<file path="src/rtl/alu_ctrl_pipe.sv">
// ALU-control decode stage between ID and EX. It uses a valid/ready handshake and holds
// divide/remainder ops for DIV_LAT cycles to model an iterative divider.
module alu_ctrl_pipe #(
  parameter int ALU_OP_W = 5,
  parameter int ENABLE_M = 1,
  parameter int DIV_LAT  = 4
) (
  input  logic                clk,
  input  logic                rst_n,
  input  logic                in_valid,
  output logic                in_ready,
  input  logic [6:0]          op,
  input  logic [2:0]          f3,
  input  logic [6:0]          f7,
  input  logic                flush,
  output logic                out_valid,
  input  logic                out_ready,
  output logic [ALU_OP_W-1:0] alu_op,
  output logic                illegal,
  output logic                busy
);

  localparam int CNT_W = (DIV_LAT > 1) ? $clog2(DIV_LAT) : 1;
  localparam bit MULTI = (DIV_LAT > 1);

  localparam logic [6:0] OP_R      = 7'b0110011;
  localparam logic [6:0] OP_I      = 7'b0010011;
  localparam logic [6:0] OP_LOAD   = 7'b0000011;
  localparam logic [6:0] OP_STORE  = 7'b0100011;
  localparam logic [6:0] OP_JAL    = 7'b1101111;
  localparam logic [6:0] OP_JALR   = 7'b1100111;
  localparam logic [6:0] OP_AUIPC  = 7'b0010111;
  localparam logic [6:0] OP_BRANCH = 7'b1100011;
  localparam logic [6:0] OP_LUI    = 7'b0110111;

  localparam logic [6:0] F7_BASE = 7'b0000000;
  localparam logic [6:0] F7_ALT  = 7'b0100000;
  localparam logic [6:0] F7_M    = 7'b0000001;

  localparam logic [4:0] A_ADD  = 5'd0;
  localparam logic [4:0] A_SUB  = 5'd1;
  localparam logic [4:0] A_SLL  = 5'd2;
  localparam logic [4:0] A_SLT  = 5'd3;
  localparam logic [4:0] A_SLTU = 5'd4;
  localparam logic [4:0] A_XOR  = 5'd5;
  localparam logic [4:0] A_SRL  = 5'd6;
  localparam logic [4:0] A_SRA  = 5'd7;
  localparam logic [4:0] A_OR   = 5'd8;
  localparam logic [4:0] A_AND  = 5'd9;
  localparam logic [4:0] A_MUL  = 5'd10;
  localparam logic [4:0] A_PASS = 5'd18;

  function automatic logic [4:0] base_op(input logic [2:0] fn3);
    logic [4:0] r;
    case (fn3)
      3'b000:  r = A_ADD;
      3'b001:  r = A_SLL;
      3'b010:  r = A_SLT;
      3'b011:  r = A_SLTU;
      3'b100:  r = A_XOR;
      3'b101:  r = A_SRL;
      3'b110:  r = A_OR;
      default: r = A_AND;
    endcase
    return r;
  endfunction

  // Returns {illegal, code}; illegal combinations always report ADD.
  function automatic logic [5:0] decode(input logic [6:0] opc, input logic [2:0] fn3,
                                        input logic [6:0] fn7);
    logic       ill;
    logic [4:0] code;
    ill  = 1'b0;
    code = A_ADD;
    case (opc)
      OP_R: begin
        if (fn7 == F7_BASE) code = base_op(fn3);
        else if (fn7 == F7_ALT && fn3 == 3'b000) code = A_SUB;
        else if (fn7 == F7_ALT && fn3 == 3'b101) code = A_SRA;
        else if (fn7 == F7_M && ENABLE_M != 0) code = A_MUL + {2'b00, fn3};
        else ill = 1'b1;
      end
      OP_I: begin
        if (fn3 == 3'b001) begin
          if (fn7 == F7_BASE) code = A_SLL;
          else ill = 1'b1;
        end else if (fn3 == 3'b101) begin
          if (fn7 == F7_BASE) code = A_SRL;
          else if (fn7 == F7_ALT) code = A_SRA;
          else ill = 1'b1;
        end else begin
          code = base_op(fn3);
        end
      end
      OP_LOAD, OP_STORE, OP_JAL, OP_JALR, OP_AUIPC: code = A_ADD;
      OP_BRANCH: code = A_SUB;
      OP_LUI:    code = A_PASS;
      default:   ill = 1'b1;
    endcase
    if (ill) code = A_ADD;
    return {ill, code};
  endfunction

  logic [5:0]          dec_p0;
  logic                div_p0;
  logic                accept_p0;
  logic [ALU_OP_W-1:0] alu_op_p1;
  logic                illegal_p1;
  logic                vld_p1;
  logic                busy_p1;
  logic [CNT_W-1:0]    cnt_p1;

  assign dec_p0    = decode(op, f3, f7);
  assign div_p0    = MULTI && (ENABLE_M != 0) && op == OP_R && f7 == F7_M && f3[2];
  assign in_ready  = !busy_p1 && !flush && (!vld_p1 || out_ready);
  assign accept_p0 = in_valid && in_ready;

  // p0 -> p1: decode register plus divider-latency countdown
  always_ff @(posedge clk or negedge rst_n) begin
    if (!rst_n) begin
      vld_p1     <= 1'b0;
      busy_p1    <= 1'b0;
      cnt_p1     <= '0;
      alu_op_p1  <= '0;
      illegal_p1 <= 1'b0;
    end else if (flush) begin
      vld_p1  <= 1'b0;
      busy_p1 <= 1'b0;
      cnt_p1  <= '0;
    end else if (accept_p0) begin
      alu_op_p1  <= ALU_OP_W'(dec_p0[4:0]);
      illegal_p1 <= dec_p0[5];
      if (div_p0) begin
        busy_p1 <= 1'b1;
        cnt_p1  <= CNT_W'(DIV_LAT - 1);
        vld_p1  <= 1'b0;
      end else begin
        vld_p1 <= 1'b1;
      end
    end else if (busy_p1) begin
      // A zero count means the final hold cycle has elapsed.
      if (cnt_p1 == '0) begin
        busy_p1 <= 1'b0;
        vld_p1  <= 1'b1;
      end else begin
        cnt_p1 <= cnt_p1 - 1'b1;
      end
    end else if (vld_p1 && out_ready) begin
      vld_p1 <= 1'b0;
    end
  end

  assign out_valid = vld_p1;
  assign alu_op    = alu_op_p1;
  assign illegal   = illegal_p1;
  assign busy      = busy_p1;

endmodule
</file>
<file path="config.mk">
export PLATFORM = sky130hd
export DESIGN_NAME = alu_ctrl_pipe
export DESIGN_NICKNAME = d
export VERILOG_FILES = /design/src/rtl/alu_ctrl_pipe.sv
export SDC_FILE = /design/constraint.sdc
export NUM_CORES = 1
export LEC_CHECK = 0
export CAP_MARGIN = 15
export CORE_MARGIN = 3
export CORE_UTILIZATION = 45
export CTS_CLUSTER_SIZE = 25
export DETAILED_ROUTE_END_ITERATION = 7
export PLACE_DENSITY = 0.86
export SLEW_MARGIN = 10
export SYNTH_ARGS = -nofsm -noshare
export SYNTH_HDL_FRONTEND = slang
export SYNTH_SLANG_ARGS = --single-unit
export TNS_END_PERCENT = 5
</file>
<file path="constraint.sdc">
create_clock -name clk -period 1.7 [get_ports clk]
set_input_delay 0.51 -clock clk [delete_from_list [all_inputs] [get_ports clk]]
set_output_delay 0.51 -clock clk [all_outputs]
set_load 0.005 [all_outputs]
</file>
======== After elaboration in Yosys (flattened, before gate mapping) ========
Index checks and enable logic that the tools add are counted.
word-level totals
  word-level logic and storage cells ...... 88
  bits in registers ....................... 10
  input bits .............................. 22
operators by class
  mux-type cells .......................... 39
  add/sub/neg operators ................... 2
  bitwise operators ....................... 1
  equality and inequality tests ........... 20
  reductions and logical operators ........ 21
operator list
  kind                                                                     count
  5-bit 2-to-1 mux                                                         7
  7-bit by 6-bit equality test with 1-bit output, second input constant    4
  4-bit case mux with 7 select lines                                       1
  7-bit equality test, second input constant                               3
  1-bit 2-to-1 mux                                                         20
  4-bit case mux with 5 select lines                                       1
  5-bit case mux with 4 select lines                                       1
  7-bit by 5-bit equality test with 1-bit output, second input constant    2
  2-bit 2-to-1 mux                                                         6
  3-bit equality test, second input constant                               3
  1-bit logical AND                                                        8
  7-bit by 1-bit equality test with 1-bit output, second input constant    1
  7-bit by 2-bit equality test with 1-bit output, second input constant    1
  7-bit zero test                                                          1
  7-bit OR reduction                                                       1
  3-bit by 2-bit equality test with 1-bit output, second input constant    2
  3-bit 2-to-1 mux                                                         2
  3-bit inequality test, second input constant                             2
  4-bit by 3-bit adder with 5-bit output, first input constant             1
  4-bit by 3-bit inequality test with 1-bit output, second input constant  1
  2-bit AND reduction                                                      2
  4-bit nonzero test                                                       1
  3-bit by 1-bit equality test with 1-bit output, second input constant    1
  1-bit zero test                                                          3
  8 further kinds                                                          8

======== Longest topological paths before layout ========
  word-level depth ........................ 7
  depth in mapped cells ................... 6

======== Worst setup path before layout ========
OpenSTA, ideal clock, no wires.
  path kind ............................... input-to-reg
  start ................................... in op[3]
  end ..................................... reg vld_p1 (netlist: out_valid)
  cell stages on the path ................. 5
  setup slack ............................. -208 ps
  data required time ...................... 1,582 ps
  data arrival time ....................... 1,790 ps
  setup time .............................. 118 ps
  buffers on the path ..................... 0
  path through ............................ nand3b_4 -> or4b_4 -> nor4b_4 -> nand2_1 -> a21o_1
between the ends
  cells in the longest elaborated chain, start to end .. 6
ends and longest elaborated chain
  element                                         line  RTL
  start: declaration                              12    input logic [6:0] op,
  7-bit by 6-bit equality test with 1-bit output  114   assign div_p0 = MULTI && (ENABLE_M != 0) && op == OP_R && f7 == F7_M && f3[2];
  1-bit logical AND (2 in a row)                  114
  1-bit 2-to-1 mux                                133   if (div_p0) begin
  1-bit 2-to-1 mux                                130   end else if (accept_p0) begin
  1-bit 2-to-1 mux                                126   end else if (flush) begin
  end signal: assignment                          127   vld_p1 <= 1'b0;
  end signal: assignment                          136   vld_p1 <= 1'b0;
  end signal: assignment                          138   vld_p1 <= 1'b1;
  end: declaration                                109   logic vld_p1;
No other way between the ends.
A chain may end at the register's enable or synchronous reset.

======== Worst setup path after layout ========
  start ................................... in op[6]
  end ..................................... reg alu_op_p1[4] (netlist: alu_op[4])
between the ends
  cells in the longest elaborated chain, start to end .. 4
  elaborated cells between the ends (all ways) .. 13
ends and longest elaborated chain
  element                                                                       line  RTL
  7-bit by 6-bit equality test with 1-bit output, or another cell as far along  75    case (opc)
  7-bit OR reduction (no line)                                                  n/a
  1-bit case mux with 3 select lines                                            75
  5-bit 2-to-1 mux *                                                            100   if (ill) code = A_ADD;
  end signal: assignment                                                        131   alu_op_p1 <= ALU_OP_W'(dec_p0[4:0]);
  end: declaration                                                              107   logic [ALU_OP_W-1:0] alu_op_p1;
Every way passes the cells marked *; elsewhere a longest branch is shown, timed or not.

==> out/metrics.cfg <==
[worst_setup_path]
regToRegSetupSlack_ps = 220
slowest_stage = or4b_4
path_class = in -> reg
end_kind = flop
worst-path-buf-inv = 1
critPathTopFamily = simple AND/OR/NAND/NOR gates
critPathLaunch = op[6]
cp_max_fo = 4
cp_slowest_stage_delay_ps = 590
r2r-start = busy
start_kind = primary input
arrival_ps = 2000
cp_cell_sequence = buf_6 -> nand2b_4 -> or4b_4 -> nor4b_4 -> a21boi_1 -> o21ai_1
worstPathRequired_ps = 1880

[clock_network]
htreeDepth = 1
clock-root-buffer = clkbuf_4
cts_tree = done
hold_buffers = 0
clock_sinks = 10
clk_path_buf_depth = 2
clk_pin_slew_ps = 70
cts_buffers = 3
clk_latency_ps = 270

[die]
coreArea_um2 = 1820
fp.dieH_um = 51.1
initial_core_util_pct = 50.3
rows = 15
dieArea_um2 = 2610
pin_count = 31
die_x_um = 51.1

[outcome]
outcome = finished, violations left
violations = setup timing

[global_routing]
grt_pass1_vias = 1160
grt_overflow = 0
grtUsageTotal_pct = 26.8
grt_start_max_net_pins = 12
grt_first_pass_wirelength_um = 5320
antenna_found_initial = 0

[drt]
via_per_inst = 6.31
firstDrtPassIters = 4
wl_per_cell_um = 18.6
drc = 0
vias = 1236
wirelength_um = 3640
postRouteAntennaNets = 0
drtIter0Drc = 88

[power_and_ir_drop]
power_mw = 0.701
power_leakage_nw = 0.711
p_clk_share_pct = 30.8
p_sw_mw = 0.203
p_seq_share_pct = 35.4
power.internal_mw = 0.497
power_switching_share_pct = 29.0
p_comb_share_pct = 33.8
ir_drop_uv = 511
power_density_nw_per_um2 = 448

[synth]
synth_area_per_cell_um2 = 8.56
synth_ff_type = dfrtp_1
ys_ff_latch = 10
ys_seq_area_share_pct = 27.3
netlist_area_um2 = 916
synthTopCellsByCount = 10 x dfrtp_1, 10 x o21ai_0, 9 x nand2_1, 7 x inv_1, 7 x nor2_1
netlist_instances = 107
ys_types = 49
yosysTopAreaCell = dfrtp_1
synth_warnings = 0
synth_nets = 131
synthArstFlopShare_pct = 100
synth_edf_count = 0
synthTopCellsByArea = dfrtp_1 27%, o21ai_0 5.5%, nand2_1 3.7%
synth_top_area_share_pct = 27.3

[placed_design]
gp_congestion = 0.811
hpwl_um = 2140
dpl-instance-area_um2 = 1440
port_buffers = 30
post-place-ws_ps = -772
dp.cells = 186

[timing]
worst_pin_slew_ps = 454
hold_viol_final = 0
rsz0062_at_grt = true
setup_slack_ps = -120
skew_ps = 1.46
setup_viol_count_final = 10
timing.final.crit_share_pct = 107
slew_headroom_pct = 69.7
slew_viol_final = 0
finalSetupTns_ps = -744
timing.final.crit_period_ps = 1820
fmax_mhz = 550

[final_layout]
nets = 196
stdcell_area_um2 = 1570
antenna_cells = 0
stdcell_count = 196
nFillCells = 93
area_delta_synth_final_pct = 70.9
drive_gt1_share_pct = 40.9

[job]
maxCapViolations = 0

[hold_path]
worstHoldPathType = reg -> reg
min_from = illegal

[repair_timing]
action	in CTS	in global routing
endpoints found under the setup margin	11	11
endpoints found under the hold margin	0	0
gates resized for setup	61	18
pin swaps	19	12
buffers inserted	4	2
[flip-flops by register name, indices dropped and copies added (netlist names)]
name and flops:
alu_op 5, illegal 1, out_valid 1, busy 1, cnt_p1 2
[final timing paths]
path,depth (start not counted),endpoint
worst max-delay path,6,alu_op[4]
worst min-delay path,1,illegal
worst max register to register,6,alu_op[4]
worst min register to register,1,illegal
max in group asynchronous,1,alu_op[3]
min in group asynchronous,1,alu_op[2]
[through the flow]
stage,hold slack [ps],util [%]
finish,501,86.0
floorplan,214,-
global placement,463,78.9
global route,543,86.0
CTS,503,82.2
detailed placement,468,78.9
[power groups by stage]
stage	clock, mW	combinational [mW]	sequential, mW
after floorplan	0	0.0755	0.252
after global placement	0	0.210	0.251
after detailed placement	0	0.215	0.251
after CTS	0.217	0.215	0.248
after global routing	0.225	0.252	0.249
final	0.216	0.237	0.248
[routing by layer]
layer	GRT usage [%]	wire (um)	vias to the layer above
li1	-	-	540
met1	31.2	1350	584
met2	48.7	1880	94
met3	6.12	305	18
met4	7.17	104	0
met5	0	0	-
[cells in the final DEF, fill, tap and decap left out, types with 2 or more instances in the layout]
cell	instances
ha_1	2
nand2_1	9
dlygate4sd2_1	9
clkbuf_4	3
and2_1	2
a21o_1	4
a21oi_1	3
buf_2	6
o21ai_0	4
nor4_4	2
nor2b_1	3
buf_4	30
o21ai_1	6
nand3_1	2
or4b_2	2
dfrtp_1	10
nor2_1	6
a31oi_1	4
o31a_1	2
nand2b_4	2
buf_6	6
inv_1	6
clkdlybuf4s50_1	8
nand2b_1	4
[kinds of logic after synthesis]
| family | count (synthesis) | synth area share [%] |
|---|---|---|
| simple gates | 44 | 34.2 |
| compound gates | 40 | 30.5 |
| buf+inv | 10 | 4.37 |
| flops | 10 | 27.3 |
| fa+ha+maj | 2 | 2.73 |
| xor+xnor | 1 | 0.956 |
[cell type report]
type,count,area [um^2],area share (%)
clock buffers,4,36.3,2.32
inverters,7,26.3,1.68
multi-input cells,87,701,44.8
flip-flops and latches,10,250,16.0
well taps,25,31.3,2.00
repair buffers,63,520,33.3
Power figures use the tool's default switching activity.
